--- config.mk ---
export PLATFORM = sky130hd
export DESIGN_NAME = l2_response_router_flat
export DESIGN_NICKNAME = d
export VERILOG_FILES = /design/src/rtl/l2_response_router_if.sv /design/src/rtl/l2_response_router.sv /design/src/flat_wrapper.sv
export SDC_FILE = /design/constraint.sdc
export NUM_CORES = 1
export LEC_CHECK = 0
export ABC_AREA = 1
export CAP_MARGIN = 25
export CORE_UTILIZATION = 40
export DETAILED_ROUTE_END_ITERATION = 8
export PLACE_DENSITY = 0.81
export SLEW_MARGIN = 20
export SYNTH_ARGS = -nofsm -noshare
export SYNTH_HDL_FRONTEND = slang
export SYNTH_SLANG_ARGS = --single-unit
--- constraint.sdc ---
create_clock -name clk -period 1.65 [get_ports clk]
set_input_delay 0.33 -clock clk [delete_from_list [all_inputs] [get_ports clk]]
set_output_delay 0.33 -clock clk [all_outputs]
set_load 0.02 [all_outputs]
--- src/rtl/l2_response_router_if.sv ---
// ---------------------------------------------------------------------------
// l2_response_router_if
// Bundles the L2 -> L1 return-path signals of the response router.
//   D channel : l2_d_* from the L2, d_*_o / d_ready_i toward the L1 adapters
//   B channel : l2_b_* from the L2, b_*_o / b_ready_i toward the L1 adapters
//   E channel : e_valid_i / e_ready_o GrantAck handshake from the L1 adapters
//   status    : grant_pending_o, rtr_busy
// Modports:
//   slave  - the router itself (consumes L2 traffic, drives the L1 side)
//   master - the surrounding L2 and L1 adapters (or a testbench)
// ---------------------------------------------------------------------------
interface l2_response_router_if #(
    parameter int NUM_MASTERS = 4,
    parameter int SINK_W      = 2,
    parameter int ADDR_W      = 32,
    parameter int DATA_W      = 64
);
    localparam int DEST_W = (NUM_MASTERS > 1) ? $clog2(NUM_MASTERS) : 1;

    // D channel
    logic                   l2_d_valid;
    logic                   l2_d_ready;
    logic [DEST_W-1:0]      l2_d_dest;
    logic [2:0]             l2_d_opcode;
    logic [1:0]             l2_d_param;
    logic [SINK_W-1:0]      l2_d_sink;
    logic [DATA_W-1:0]      l2_d_data;
    logic [NUM_MASTERS-1:0] d_valid_o;
    logic [NUM_MASTERS-1:0] d_ready_i;
    logic [2:0]             d_opcode_o;
    logic [1:0]             d_param_o;
    logic [SINK_W-1:0]      d_sink_o;
    logic [DATA_W-1:0]      d_data_o;

    // B channel
    logic                   l2_b_valid;
    logic                   l2_b_ready;
    logic [NUM_MASTERS-1:0] l2_b_mask;
    logic [1:0]             l2_b_param;
    logic [ADDR_W-1:0]      l2_b_addr;
    logic [NUM_MASTERS-1:0] b_valid_o;
    logic [NUM_MASTERS-1:0] b_ready_i;
    logic [1:0]             b_param_o;
    logic [ADDR_W-1:0]      b_addr_o;

    // E channel and status
    logic [NUM_MASTERS-1:0] e_valid_i;
    logic [NUM_MASTERS-1:0] e_ready_o;
    logic [NUM_MASTERS-1:0] grant_pending_o;
    logic                   rtr_busy;

    modport slave (
        input  l2_d_valid, l2_d_dest, l2_d_opcode, l2_d_param, l2_d_sink, l2_d_data, d_ready_i,
        output l2_d_ready, d_valid_o, d_opcode_o, d_param_o, d_sink_o, d_data_o,
        input  l2_b_valid, l2_b_mask, l2_b_param, l2_b_addr, b_ready_i,
        output l2_b_ready, b_valid_o, b_param_o, b_addr_o,
        input  e_valid_i,
        output e_ready_o, grant_pending_o, rtr_busy
    );

    modport master (
        output l2_d_valid, l2_d_dest, l2_d_opcode, l2_d_param, l2_d_sink, l2_d_data, d_ready_i,
        input  l2_d_ready, d_valid_o, d_opcode_o, d_param_o, d_sink_o, d_data_o,
        output l2_b_valid, l2_b_mask, l2_b_param, l2_b_addr, b_ready_i,
        input  l2_b_ready, b_valid_o, b_param_o, b_addr_o,
        output e_valid_i,
        input  e_ready_o, grant_pending_o, rtr_busy
    );
endinterface

--- src/rtl/l2_response_router.sv ---
// ---------------------------------------------------------------------------
// l2_response_router
// Return path of the L2 toward the L1 adapters.
//   - D responses are routed through one registered stage to the master named
//     by l2_d_dest (one-hot d_valid_o, shared payload).
//   - Grant/GrantData responses set grant_pending for their master; a GrantAck
//     on e_valid_i clears it. A second Grant to a master still pending stalls.
//   - B probes are multicast to l2_b_mask; each master completes independently.
// Ports:
//   clk  - clock
//   rst  - synchronous active-high reset
//   bus  - l2_response_router_if.slave (D/B/E channels and status)
// ---------------------------------------------------------------------------
module l2_response_router #(
    parameter int NUM_MASTERS = 4,
    parameter int SINK_W      = 2,
    parameter int ADDR_W      = 32,
    parameter int DATA_W      = 64
) (
    input  logic                   clk,
    input  logic                   rst,
    l2_response_router_if.slave    bus
);
    localparam int DEST_W = (NUM_MASTERS > 1) ? $clog2(NUM_MASTERS) : 1;
    localparam logic [DEST_W:0]      NUM_M  = (DEST_W+1)'(NUM_MASTERS);
    localparam logic [NUM_MASTERS-1:0] ONE_OH = NUM_MASTERS'(1);

    typedef enum logic {B_IDLE, B_SEND} b_state_t;

    // D stage state; destination held one-hot so it drives d_valid_o directly
    logic                   stg_v;
    logic [NUM_MASTERS-1:0] stg_oh;
    logic [2:0]             stg_opcode;
    logic [1:0]             stg_param;
    logic [SINK_W-1:0]      stg_sink;
    logic [DATA_W-1:0]      stg_data;
    logic [NUM_MASTERS-1:0] grant_pending;

    // B path state; pend doubles as the registered b_valid_o
    b_state_t               b_state;
    logic [NUM_MASTERS-1:0] pend;
    logic [1:0]             b_param;
    logic [ADDR_W-1:0]      b_addr;

    logic                   dest_ok;
    logic [NUM_MASTERS-1:0] dest_oh;
    logic                   is_grant;
    logic                   gstall;
    logic                   drain;
    logic                   d_ready;
    logic                   d_acc;
    logic [NUM_MASTERS-1:0] pend_left;

    // Out-of-range destinations are still accepted but decode to no master.
    assign dest_ok  = ({1'b0, bus.l2_d_dest} < NUM_M);
    assign dest_oh  = dest_ok ? (ONE_OH << bus.l2_d_dest) : '0;
    assign is_grant = (bus.l2_d_opcode == 3'd4) || (bus.l2_d_opcode == 3'd5);

    // Uses the registered pending bits, so a GrantAck arriving in the same
    // cycle only releases the stalled Grant on the following cycle.
    assign gstall   = bus.l2_d_valid & is_grant & (|(grant_pending & dest_oh));
    assign drain    = stg_v & (|(stg_oh & bus.d_ready_i));
    assign d_ready  = (~stg_v | drain) & ~gstall;
    assign d_acc    = bus.l2_d_valid & d_ready;

    assign pend_left = pend & ~bus.b_ready_i;

    // NOTE: sequential state uses non-blocking assignments so every register
    // samples the pre-edge values regardless of statement order.
    always_ff @(posedge clk) begin
        if (rst) begin
            stg_v         <= 1'b0;
            stg_oh        <= '0;
            // NOTE: payload registers are reset too, so the shared payload
            // outputs read zero after reset rather than stale data.
            stg_opcode    <= '0;
            stg_param     <= '0;
            stg_sink      <= '0;
            stg_data      <= '0;
            grant_pending <= '0;
        end else begin
            if (d_acc && dest_ok) begin
                stg_v      <= 1'b1;
                stg_oh     <= dest_oh;
                stg_opcode <= bus.l2_d_opcode;
                stg_param  <= bus.l2_d_param;
                stg_sink   <= bus.l2_d_sink;
                stg_data   <= bus.l2_d_data;
            end else if (drain) begin
                stg_v      <= 1'b0;
            end
            // A new Grant can only be accepted for a master whose bit is clear,
            // so set and clear never target the same live bit.
            grant_pending <= (grant_pending & ~bus.e_valid_i)
                           | ((d_acc && is_grant) ? dest_oh : '0);
        end
    end

    always_ff @(posedge clk) begin
        if (rst) begin
            b_state <= B_IDLE;
            pend    <= '0;
            b_param <= '0;
            b_addr  <= '0;
        end else begin
            case (b_state)
                B_IDLE: begin
                    if (bus.l2_b_valid) begin
                        b_param <= bus.l2_b_param;
                        b_addr  <= bus.l2_b_addr;
                        pend    <= bus.l2_b_mask;
                        if (bus.l2_b_mask != '0) b_state <= B_SEND;
                    end
                end
                B_SEND: begin
                    pend <= pend_left;
                    if (pend_left == '0) b_state <= B_IDLE;
                end
                default: begin
                    b_state <= B_IDLE;
                    pend    <= '0;
                end
            endcase
        end
    end

    assign bus.l2_d_ready      = d_ready;
    assign bus.d_valid_o       = stg_v ? stg_oh : '0;
    assign bus.d_opcode_o      = stg_opcode;
    assign bus.d_param_o       = stg_param;
    assign bus.d_sink_o        = stg_sink;
    assign bus.d_data_o        = stg_data;

    assign bus.l2_b_ready      = (b_state == B_IDLE);
    assign bus.b_valid_o       = pend;
    assign bus.b_param_o       = b_param;
    assign bus.b_addr_o        = b_addr;

    assign bus.e_ready_o       = '1;
    assign bus.grant_pending_o = grant_pending;
    assign bus.rtr_busy        = stg_v | (b_state == B_SEND);
endmodule

--- src/flat_wrapper.sv ---
// flat-port wrapper written by rule: the top's interface ports become plain ports
module l2_response_router_flat 
#(
    parameter int NUM_MASTERS = 4,
    parameter int SINK_W      = 2,
    parameter int ADDR_W      = 32,
    parameter int DATA_W      = 64
)
  (clk, rst, bus_l2_d_valid, bus_l2_d_dest, bus_l2_d_opcode, bus_l2_d_param, bus_l2_d_sink, bus_l2_d_data, bus_d_ready_i, bus_l2_d_ready, bus_d_valid_o, bus_d_opcode_o, bus_d_param_o, bus_d_sink_o, bus_d_data_o, bus_l2_b_valid, bus_l2_b_mask, bus_l2_b_param, bus_l2_b_addr, bus_b_ready_i, bus_l2_b_ready, bus_b_valid_o, bus_b_param_o, bus_b_addr_o, bus_e_valid_i, bus_e_ready_o, bus_grant_pending_o, bus_rtr_busy);
  l2_response_router_if #(.NUM_MASTERS(NUM_MASTERS), .SINK_W(SINK_W), .ADDR_W(ADDR_W), .DATA_W(DATA_W)) bus_i ();
  input  logic clk;
  input  logic rst;
  input wire logic [$bits(bus_i.l2_d_valid)-1:0] bus_l2_d_valid;
  input wire logic [$bits(bus_i.l2_d_dest)-1:0] bus_l2_d_dest;
  input wire logic [$bits(bus_i.l2_d_opcode)-1:0] bus_l2_d_opcode;
  input wire logic [$bits(bus_i.l2_d_param)-1:0] bus_l2_d_param;
  input wire logic [$bits(bus_i.l2_d_sink)-1:0] bus_l2_d_sink;
  input wire logic [$bits(bus_i.l2_d_data)-1:0] bus_l2_d_data;
  input wire logic [$bits(bus_i.d_ready_i)-1:0] bus_d_ready_i;
  output wire logic [$bits(bus_i.l2_d_ready)-1:0] bus_l2_d_ready;
  output wire logic [$bits(bus_i.d_valid_o)-1:0] bus_d_valid_o;
  output wire logic [$bits(bus_i.d_opcode_o)-1:0] bus_d_opcode_o;
  output wire logic [$bits(bus_i.d_param_o)-1:0] bus_d_param_o;
  output wire logic [$bits(bus_i.d_sink_o)-1:0] bus_d_sink_o;
  output wire logic [$bits(bus_i.d_data_o)-1:0] bus_d_data_o;
  input wire logic [$bits(bus_i.l2_b_valid)-1:0] bus_l2_b_valid;
  input wire logic [$bits(bus_i.l2_b_mask)-1:0] bus_l2_b_mask;
  input wire logic [$bits(bus_i.l2_b_param)-1:0] bus_l2_b_param;
  input wire logic [$bits(bus_i.l2_b_addr)-1:0] bus_l2_b_addr;
  input wire logic [$bits(bus_i.b_ready_i)-1:0] bus_b_ready_i;
  output wire logic [$bits(bus_i.l2_b_ready)-1:0] bus_l2_b_ready;
  output wire logic [$bits(bus_i.b_valid_o)-1:0] bus_b_valid_o;
  output wire logic [$bits(bus_i.b_param_o)-1:0] bus_b_param_o;
  output wire logic [$bits(bus_i.b_addr_o)-1:0] bus_b_addr_o;
  input wire logic [$bits(bus_i.e_valid_i)-1:0] bus_e_valid_i;
  output wire logic [$bits(bus_i.e_ready_o)-1:0] bus_e_ready_o;
  output wire logic [$bits(bus_i.grant_pending_o)-1:0] bus_grant_pending_o;
  output wire logic [$bits(bus_i.rtr_busy)-1:0] bus_rtr_busy;
  assign bus_i.l2_d_valid = bus_l2_d_valid;
  assign bus_i.l2_d_dest = bus_l2_d_dest;
  assign bus_i.l2_d_opcode = bus_l2_d_opcode;
  assign bus_i.l2_d_param = bus_l2_d_param;
  assign bus_i.l2_d_sink = bus_l2_d_sink;
  assign bus_i.l2_d_data = bus_l2_d_data;
  assign bus_i.d_ready_i = bus_d_ready_i;
  assign bus_l2_d_ready = bus_i.l2_d_ready;
  assign bus_d_valid_o = bus_i.d_valid_o;
  assign bus_d_opcode_o = bus_i.d_opcode_o;
  assign bus_d_param_o = bus_i.d_param_o;
  assign bus_d_sink_o = bus_i.d_sink_o;
  assign bus_d_data_o = bus_i.d_data_o;
  assign bus_i.l2_b_valid = bus_l2_b_valid;
  assign bus_i.l2_b_mask = bus_l2_b_mask;
  assign bus_i.l2_b_param = bus_l2_b_param;
  assign bus_i.l2_b_addr = bus_l2_b_addr;
  assign bus_i.b_ready_i = bus_b_ready_i;
  assign bus_l2_b_ready = bus_i.l2_b_ready;
  assign bus_b_valid_o = bus_i.b_valid_o;
  assign bus_b_param_o = bus_i.b_param_o;
  assign bus_b_addr_o = bus_i.b_addr_o;
  assign bus_i.e_valid_i = bus_e_valid_i;
  assign bus_e_ready_o = bus_i.e_ready_o;
  assign bus_grant_pending_o = bus_i.grant_pending_o;
  assign bus_rtr_busy = bus_i.rtr_busy;
  l2_response_router #(.NUM_MASTERS(NUM_MASTERS), .SINK_W(SINK_W), .ADDR_W(ADDR_W), .DATA_W(DATA_W)) u_core (.clk(clk), .rst(rst), .bus(bus_i));
endmodule
==> results.ini <==
[outcome]
status=complete, but fails checks
violations=DRC

[grt]
gr-usage-all-layers_pct=22.4
grt_start_max_net_pins=43
grt_pass1_vias=4786
overflow=0
grt_pass1_wl_um=22200
antenna_found_initial=0

[layout]
drive_gt1_share_pct=7.89
final_area_um2=8060
final_cell_mix=nor2_1 (222), nand2_1 (170), clkdlybuf4s50_1 (121)
layout_commonest_cell=nor2_1
diodes=0
utilization_pct=69.7
area.growth.synth_to_final_pct=67.3
final_nets=1106

[clock_tree]
cts_setup_buffers=0
cts_tree=yes
h-tree-depth=4
clkTransAtPathRegs_ps=50
clkSinkCount=119
clkLatencyLatePin_ps=410
clk_path_buf_depth=2
numCtsBuffers=17
holdBufCountCts=0
cts_root_buf=clkbuf_16

[power_and_ir_drop]
ir_worst_vdd_uv=1050
p_leak_nw=4.25
power_mw=8.59
powerDensity_nw_per_um2=1060

[worst_setup_path]
worstPathCellList=clkdlybuf4s50_1 > a21oi_2 > nand4_2 > and2_4 > buf_6
reg2reg_slack_ps=170
path_class=input port to output port
max_stage_delay_ps=420
cp_data_required_time_ps=1320
r2r_cells=9
worstPathMaxFanout=2
r2r-start=u_core.stg_v
reg2reg_to=u_core.bus.d_data_o[63]
critPathLaunchType=input port
slowest_stage=clkdlybuf4s50_1
crit_path_end_kind=output port
critPathArrivalTime_ps=1300

[synthesis]
synth_warnings=0
ys_seq_area_share_pct=49.4
synth.distinct_cells=22
avgSynthCellArea_um2=6.70
syn-cell-area_um2=4820
ys_seq_elements=119
synthCells=719

[die]
core_um2=11600
rows=39
die-area_um2=12500
initial_utilization_pct=41.7
die_w_um=112
die_y_um=112
io_pins=251

[timing]
setup_viol=0
setup_slack_ps=24.6
fin_crit_sh_pct=98.5
final_max_slew_viol_count=0
fmax_ghz=0.615
rsz0062_at_grt=true
tns_ps=0
hold_viol=0
min_period_ps=1630
finClkSkew_ps=10.3

[routing]
ant_nets=0
drc=16
drtIter0Drc=208
post_drt_wl_per_cell_um=12.1
vias=4963
routed_wl_um=13700
via_per_inst=4.39
firstDrtPassIters=6

[min_path]
hold_class=input port to register
min_to=u_core.bus.d_opcode_o[2]
min_from=bus_l2_d_opcode[2]
holdPathStages=3

[placement]
dp_slack_ps=-663
gp_congestion=0.845
portBuffers=246
hpwl_um=9880
dpl-instance-area_um2=7610

[job]
cap_violations=0

==> cell usage after synthesis, drive strengths merged <==
| cell | instances | area [um2] |
|---|---|---|
| a211oi | 4 | 30.0 |
| a21oi | 7 | 35.0 |
| a31oi | 2 | 12.5 |
| and2 | 1 | 6.26 |
| and3b | 1 | 8.76 |
| buf | 16 | 111 |
| clkbuf | 25 | 93.8 |
| conb | 1 | 3.75 |
| dfxtp | 119 | 2380 |
| inv | 99 | 372 |
| nand2 | 172 | 646 |
| nand3 | 4 | 25.0 |
| nand4 | 6 | 43.8 |
| nor2 | 223 | 837 |
| o21ai | 37 | 196 |
| o31ai | 2 | 15.0 |
==> registers in the layout, indices dropped and copies added (netlist names) <==
name,flops
u_core.bus.d_data_o,64
u_core.bus.b_addr_o,32
u_core.bus.b_valid_o,4
u_core.bus.grant_pending_o,4
u_core.stg_oh,4
u_core.bus.d_opcode_o,3
u_core.bus.b_param_o,2
u_core.bus.d_param_o,2
u_core.bus.d_sink_o,2
u_core.b_state,1
u_core.stg_v,1
==> worst max-delay path: cells and delay by family <==
kind                   cells  cell delay [ps]
AO/OA/AOI/OAI              1              150
buffers and inverters      2              540
AND/OR/NAND/NOR            2              260
==> cells by family (layout without fill, tap and decap cells) <==
family	after synthesis	in the layout	synth area share (%)
buffers and inverters	140	406	12.0
AOI/OAI and AO/OA	52	52	6.00
and+or+nand+nor	407	407	32.5
other	1	4	0.0778
DFF	119	119	49.4
==> worst max path at each step <==
stage | slack (ps) | cells past startpoint | endpoint | from
after global routing | -20 | 5 | bus_l2_d_ready | bus_d_ready_i[2]
after global placement | -630 | 7 | bus_l2_d_ready | bus_l2_d_dest[0]
after floorplan | 190 | 8 | u_core.bus.d_data_o[55] | u_core.bus.grant_pending_o[3]
after detailed placement | -660 | 7 | bus_l2_d_ready | bus_l2_d_dest[0]
final | 20 | 5 | bus_l2_d_ready | bus_d_ready_i[2]
after CTS | -70 | 5 | bus_l2_d_ready | bus_l2_d_valid
==> metrics by stage <==
| stage | std cells | hold slack [ps] |
|---|---|---|
| floorplan | 722 | 458 |
| global placement | 1103 | 478 |
| detailed placement | 1103 | 493 |
| CTS | 1131 | 486 |
| global route | 1131 | 204 |
| finish | 1131 | 195 |
==> where the power goes <==
group          internal [mW]  switching (mW)  leakage [nW]
clock                   2.31            1.20         0.283
combinational          0.815            1.00          2.98
sequential              3.14           0.119         0.988
total                   6.27            2.32          4.25
==> final cells by class <==
| class | instances | area [um2] |
|---|---|---|
| timing repair buffer | 279 | 2660 |
| tap | 143 | 179 |
| multi-input combinational | 463 | 1900 |
| clock inverter | 3 | 40.0 |
| inverter | 99 | 372 |
| sequential | 119 | 2390 |
| clock buffer | 25 | 526 |
| fill | 982 | 3500 |
==> routing by layer <==
metal	wire length, um	track usage [%]
met4	380	11.3
met3	1180	7.89
met1	5500	23.8
met5	0	0
met2	6680	39.4
==> timing repair <==
| action | CTS | global route |
|---|---|---|
| gates cloned | 0 | 0 |
| pin swaps | 0 | 1 |
| endpoints found under the setup margin | 130 | 5 |
| gates resized for setup | 129 | 17 |
Note: power is estimated with default switching activity, not from simulation.
